--- config.mk ---
export PLATFORM = sky130hd
export DESIGN_NAME = ex_mem_elastic_reg
export DESIGN_NICKNAME = d
export VERILOG_FILES = /design/src/rtl/ex_mem_elastic_reg.sv
export SDC_FILE = /design/constraint.sdc
export NUM_CORES = 1
export LEC_CHECK = 0
export CORE_ASPECT_RATIO = 1.4
export CORE_MARGIN = 2
export CORE_UTILIZATION = 40
export CTS_BUF_LIST = sky130_fd_sc_hd__clkbuf_16
export DETAILED_ROUTE_END_ITERATION = 10
export DONT_BUFFER_PORTS = 1
export RECOVER_POWER = 100
export SYNTH_ARGS = -nofsm -noshare
export SYNTH_HDL_FRONTEND = slang
export SYNTH_SLANG_ARGS = --single-unit
export TNS_END_PERCENT = 50
--- constraint.sdc ---
create_clock -name clk -period 15.8 [get_ports clk]
set_clock_uncertainty 0.1 [all_clocks]
set_input_delay 3.95 -clock clk [delete_from_list [all_inputs] [get_ports clk]]
set_output_delay 3.95 -clock clk [all_outputs]
set_load 0.03 [all_outputs]
--- src/rtl/ex_mem_elastic_reg.sv ---
// EX/MEM pipeline register with valid/ready handshake and a one-entry skid.
// The main entry drives the MEM side; the skid entry catches an accept made while MEM stalls.
module ex_mem_elastic_reg #(
  parameter int XLEN  = 64,
  parameter int RD_W  = 5,
  parameter int F3_W  = 3,
  parameter int CNT_W = 16
) (
  input  logic             clk,
  input  logic             reset,
  input  logic             in_valid,
  output logic             in_ready,
  input  logic [RD_W-1:0]  in_rd,
  input  logic [4:0]       in_ctrl,
  input  logic [XLEN-1:0]  in_target,
  input  logic [XLEN-1:0]  in_result,
  input  logic             in_zero,
  input  logic [XLEN-1:0]  in_wdata,
  input  logic [F3_W-1:0]  in_funct3,
  input  logic             in_pos,
  input  logic             flush,
  output logic             out_valid,
  input  logic             out_ready,
  output logic [RD_W-1:0]  out_rd,
  output logic [4:0]       out_ctrl,
  output logic [XLEN-1:0]  out_target,
  output logic [XLEN-1:0]  out_result,
  output logic             out_zero,
  output logic [XLEN-1:0]  out_wdata,
  output logic [F3_W-1:0]  out_funct3,
  output logic             out_pos,
  output logic [CNT_W-1:0] stall_cnt
);

  typedef struct packed {
    logic [RD_W-1:0] rd;
    logic [4:0]      ctrl;
    logic [XLEN-1:0] target;
    logic [XLEN-1:0] result;
    logic            zero;
    logic [XLEN-1:0] wdata;
    logic [F3_W-1:0] funct3;
    logic            pos;
  } ent_t;

  ent_t in_e;
  ent_t main_q;
  ent_t skid_q;
  logic main_valid;
  logic skid_valid;
  logic accept;
  logic emit;

  assign in_e = {in_rd, in_ctrl, in_target, in_result,
                 in_zero, in_wdata, in_funct3, in_pos};

  // in_ready comes straight from the skid flop: no path from out_ready.
  assign in_ready = !skid_valid;
  assign accept   = in_valid && in_ready;
  assign emit     = main_valid && out_ready;

  always_ff @(posedge clk or posedge reset) begin
    if (reset) begin
      main_q     <= '0;
      skid_q     <= '0;
      main_valid <= 1'b0;
      skid_valid <= 1'b0;
      stall_cnt  <= '0;
    end else begin
      if (main_valid && !out_ready && !flush && stall_cnt != '1)
        stall_cnt <= stall_cnt + CNT_W'(1);
      if (flush) begin
        main_valid  <= 1'b0;
        skid_valid  <= 1'b0;
        main_q.ctrl <= '0;
        skid_q.ctrl <= '0;
      end else if (skid_valid) begin
        // in_ready is low here, so only the skid-to-main move can happen.
        if (emit) begin
          main_q     <= skid_q;
          skid_valid <= 1'b0;
        end
      end else if (accept) begin
        if (!main_valid || emit) begin
          main_q     <= in_e;
          main_valid <= 1'b1;
        end else begin
          skid_q     <= in_e;
          skid_valid <= 1'b1;
        end
      end else if (emit) begin
        main_valid <= 1'b0;
      end
    end
  end

  assign out_valid  = main_valid;
  assign out_rd     = main_q.rd;
  assign out_ctrl   = main_q.ctrl & {5{main_valid}};
  assign out_target = main_q.target;
  assign out_result = main_q.result;
  assign out_zero   = main_q.zero;
  assign out_wdata  = main_q.wdata;
  assign out_funct3 = main_q.funct3;
  assign out_pos    = main_q.pos;

endmodule

After elaboration in Yosys (flattened, before gate mapping)
Index checks and enable logic that the tools add are counted.
{ "word_totals": {"ff_bits": 432, "in_bits": 212, "rom_bits": 0, "mem_count": 0, "wordCells": 70, "latch_bits": 0, "output_inout_bits": 225, "mem_bits_rw": 0} }
{ "classes": {"n_bitwise": 4, "mul": 0, "order_cmp": 0, "n_mux": 19, "reduce_logical": 21, "shifts": 0, "n_addsub": 1, "n_eq_ne": 6, "div": 0} }
{ "ops": {"columns": ["operator", "n"], "rows": [
  ["two-way mux 207 bit", 4],
  ["two-way mux 202 bit", 3],
  ["adder 16 x 1 -> 16 bit, second input constant", 1],
  ["inequality test 16 bit, second input constant", 1],
  ["two-way mux 1 bit", 10],
  ["two-way mux 5 bit", 2],
  ["AND reduction 3 bit", 3],
  ["nonzero test 3 bit", 3],
  ["AND reduction 4 bit", 2],
  ["inequality test 3 x 2 -> 1 bit, second input constant", 2],
  ["nonzero test 2 bit", 3],
  ["AND 5 bit", 1],
  ["logical AND 1 bit", 5],
  ["zero test 1 bit", 4],
  ["inequality test 2 bit, second input constant", 2],
  ["inverter 1 bit", 3],
  ["inequality test 2 x 1 -> 1 bit, second input constant", 1],
  ["logical OR 1 bit", 1]
]} }

Depth between registers and ports, before layout
{ "depth": {"depth_word": 6, "depth_mapped": 9, "mapped_depth_nobuf": 5} }

Least setup slack after synthesis
Ideal clock, no wire load.
{ "synth_timing": {"kind": "input -> register", "startpoint": "input port out_ready", "endpoint": "register skid_q[0] (netlist name)", "setup_slack_ps": 10353, "t_required_ps": 15575, "arrival_time_ps": 5222, "stages": 8, "path_buffers": 4, "setup_ps": 125, "path_cell_list": "nor2b_2 > and3_4 > buf_6 > nor2b_4 > buf_6 > buf_6 > buf_6 > mux2_4"} }
{ "synth_via": {"elab_chain_len": 4} }
{ "synth_lines": {"columns": ["item", "line_no", "source"], "rows": [
  ["from (decl)", "23", "input logic out_ready,"],
  ["logical AND 1 bit", "60", "assign emit = main_valid && out_ready;"],
  ["logical OR 1 bit", "84", "if (!main_valid || emit) begin"],
  ["inverter 1 bit (no line)", null, null],
  ["AND reduction 4 bit (no line)", null, null],
  ["to (signal assigned)", "88", "skid_q <= in_e;"],
  ["to (decl)", "48", "ent_t skid_q;"]
]} }
No other way between the ends.
A chain may end at the register's enable or synchronous reset.

Worst setup path in the final report
{ "layout_timing": {"startpoint": "input port out_ready", "endpoint": "register skid_q[79] (netlist name)"} }
Same word-level chain as after synthesis.

==> impl_results.md <==
* Diode count at 0
* WL per Instance at 20.2 um
* Hold buffer count at CTS at 0
* DR DRC count at 0
* Async SR Flop Fraction at 100%
* Nets at 1616
* Syn. warnings at 0
* Yosys top cell area share at 53.2%
* RR Endpoint: skid_q[79]
* Antenna Nets Post-Route at 0
* Htree depth at 2
* Initial antenna violation count at 0
* Crit path launch type: input pin
* Min Clock Period, post-route at 9.90 ns
* Die area at 52700 um2
* Global-route wire length before repair at 67.2 mm
* Final Instance Count excl. Fillers at 2078
* Die Span X at 195 um
* Number of flops mapped to enable cells by yosys at 0
* Largest net degree at the start of global routing at 229
* CTS clock-pin slew for the worst setup and hold paths at 0.06 ns
* Status: finished with violations
* 1st-iter DRT viols at 397
* Fraction of layout cells with a size suffix above 1 at 6.69%
* Post-Route Setup TNS at 0 ns
* Final wirelength at 42.1 mm
* Layout fillers at 4847
* CP Data Required Time at 16.13 ns
* Leak pwr at 8.57 nW
* RSZ-0062 raised after global routing: false
* Post-DR vias/cell at 5.09
* #FFs+latches synth at 432
* Clock sinks at 432
* Syn nets at 1852
* Violated checks: capacitance limit, slew limit
* Port Buffers at 0
* Worst-skew pair later-pin latency at 0.56 ns
* Total gr overflow at 0
* Hold slack final at 0.382 ns
* Slew headroom at -159%
* Core area at 50100 um2
* Area contributors post-synth: dfrtp_1, mux2_4, mux2i_1
* Fin crit share at 62.6%
* Critical Path Sink Type: flip-flop
* CTS tree: yes
* Post-detail-place hpwl at 28.0 mm
* Mapped cell area at 20300 um2
* Cts bufs inserted at 45
* Type of the worst min-delay path: flip-flop to flip-flop
* Slack of the worst reg-to-reg path at 7.60 ns
* Slew Viols, Final at 656
* Worst r2r src: skid_valid
* Syn Inst Count at 1639
* Critical path class: input pin to flip-flop
* Area of the multi-input gates at 6740 um2
* Yosys cell types at 33
* Worst vdd ir at 0.0850 mV
* # rows at 97
* Max-Cap Viols at 12
* Root Driver: clkbuf_16
* Pwr dens at 156 nW/um2
* Max Fclk at 101 MHz
* # IOs at 437
* Reg area at 10800 um2
* Clk buf depth at 3
* Post-synthesis sequential area ratio at 53.2%
* Final GP Congestion at 0.806
* Initial Util at 40.5%
* Drt pass-1 iters at 4
* Overall Power at 3.11 mW
* Crit path max fanout at 49
* DIE HEIGHT at 271 um
* # resized after CTS at 0
* Hold Path Cell Cnt at 1
* Layout area overhead at -2.05%
* DR vias at 10600
* Worst r2r path cells at 6
* Worst hold endpoint: skid_q[12]
* Number of global-route vias before repair at 11100
* Placed Instances at 1999
* Fin. Hold Viols at 0
* Leading area contributor after synthesis: dfrtp_1
* Setup violators final at 0
* Actual slew at the worst max-slew pin at 3.89 ns
* GRT Util Overall at 16.0%
* Synthesized area per cell at 12.4 um2
* Dominant synthesized flop cell: dfrtp_1
* Hold path startpoint: skid_q[12]
* Post-CTS setup buffer count at 0
* Worst path arrival time at 10.22 ns
## cell type report
type,instances,share of cell area [%]
flip-flops and latches,432,54.3
well taps,643,4.04
repair buffers,14,0.503
clock inverters,32,1.33
multi-input cells,907,33.9
clock buffers,47,5.91
inverters,3,0.0629
## power breakdown
part | switching (mW) | internal [mW]
clock network | 0.438 | 0.604
logic | 0.149 | 0.159
registers | 0.401 | 1.36
## worst max-delay path: stages
cell	delay, ns
nor2b_1	0.18
and3_1	0.38
nor2b_1	1.29
clkbuf_1	1.73
clkbuf_1	2.19
mux2_1	0.42
## layer usage
metal	vias to the layer above	routed length (um)	GRT usage, %
met5	-	0	0
met4	0	1390	5.65
met3	70	4320	7.17
met2	332	20400	26.0
met1	5272	16000	18.7
li1	4907	-	-
## metrics by stage
step                cell area [um2]  worst slack, ns  utilization [%]
detailed placement            19200             8.36             38.3
floorplan                     20300             5.92                -
global route                  19900             5.32             39.7
global placement              19200             8.37             38.3
CTS                           20600             8.98             41.2
finish                        19900             5.90             39.7
## flip-flops by register name (all words and copies together) (netlist names)
register and flops:
main_q 5, out_funct3 3, out_pos 1, out_rd 5, out_result 64, out_target 64
out_valid 1, out_wdata 64, out_zero 1, skid_q 207, skid_valid 1, stall_cnt 16
## logic make-up after synthesis
logic type / after synthesis / synth area share, %
muxes: 416 / 25.1
and+or+nand+nor: 261 / 5.44
DFF: 432 / 53.2
adders and majority gates: 1 / 0.0616
AOI/OAI and AO/OA: 217 / 5.37
xor gates and xnor gates: 12 / 0.517
buffers and inverters: 300 / 10.3
## cells in the mapped netlist, types with 2 or more instances
cell	number
nand3_1	9
clkbuf_1	45
mux2_4	180
mux2_1	23
a21oi_1	12
xnor2_1	12
buf_6	23
and4_1	3
mux2i_1	207
inv_1	2
and3_1	7
mux2_2	6
nand2_1	207
buf_4	201
nor2b_1	5
and2_1	8
buf_2	26
o21ai_0	39
o21ai_1	164
dfrtp_1	432
nor2_1	11
nand4_1	6
## worst max path at each step
stage               startpoint     endpoint  slack (ns)  cells after the start
finish               out_ready   skid_q[79]        5.90                      6
global route         out_ready   skid_q[81]        5.32                      6
CTS                  out_ready  skid_q[130]        8.98                      6
detailed placement   out_ready  skid_q[126]        8.36                      6
global placement     out_ready  skid_q[130]        8.37                      6
floorplan                reset  main_q[197]        5.92                      1
## cell usage in the layout, fill, tap and decap left out, types with 2 or more instances in the layout
cell type	netlist	routed
clkbuf_1	45	8
and2_1	8	2
nand3_1	9	9
mux2_4	180	5
nand4_1	6	6
xnor2_1	12	12
buf_12	0	2
o21ai_1	164	3
o21ai_0	39	200
clkbuf_16	0	47
nor2_1	11	11
and2_0	0	6
clkinv_1	0	9
inv_1	2	4
mux2_1	23	188
mux2_2	6	16
mux2i_1	207	207
a21oi_1	12	12
and4_1	3	3
inv_6	0	4
and3_1	7	8
buf_4	201	4
clkinv_2	0	11
nand2_1	207	207
nor2b_1	5	7
dfrtp_1	432	432
bufinv_16	0	4
Note: power is estimated with default switching activity, not from simulation.
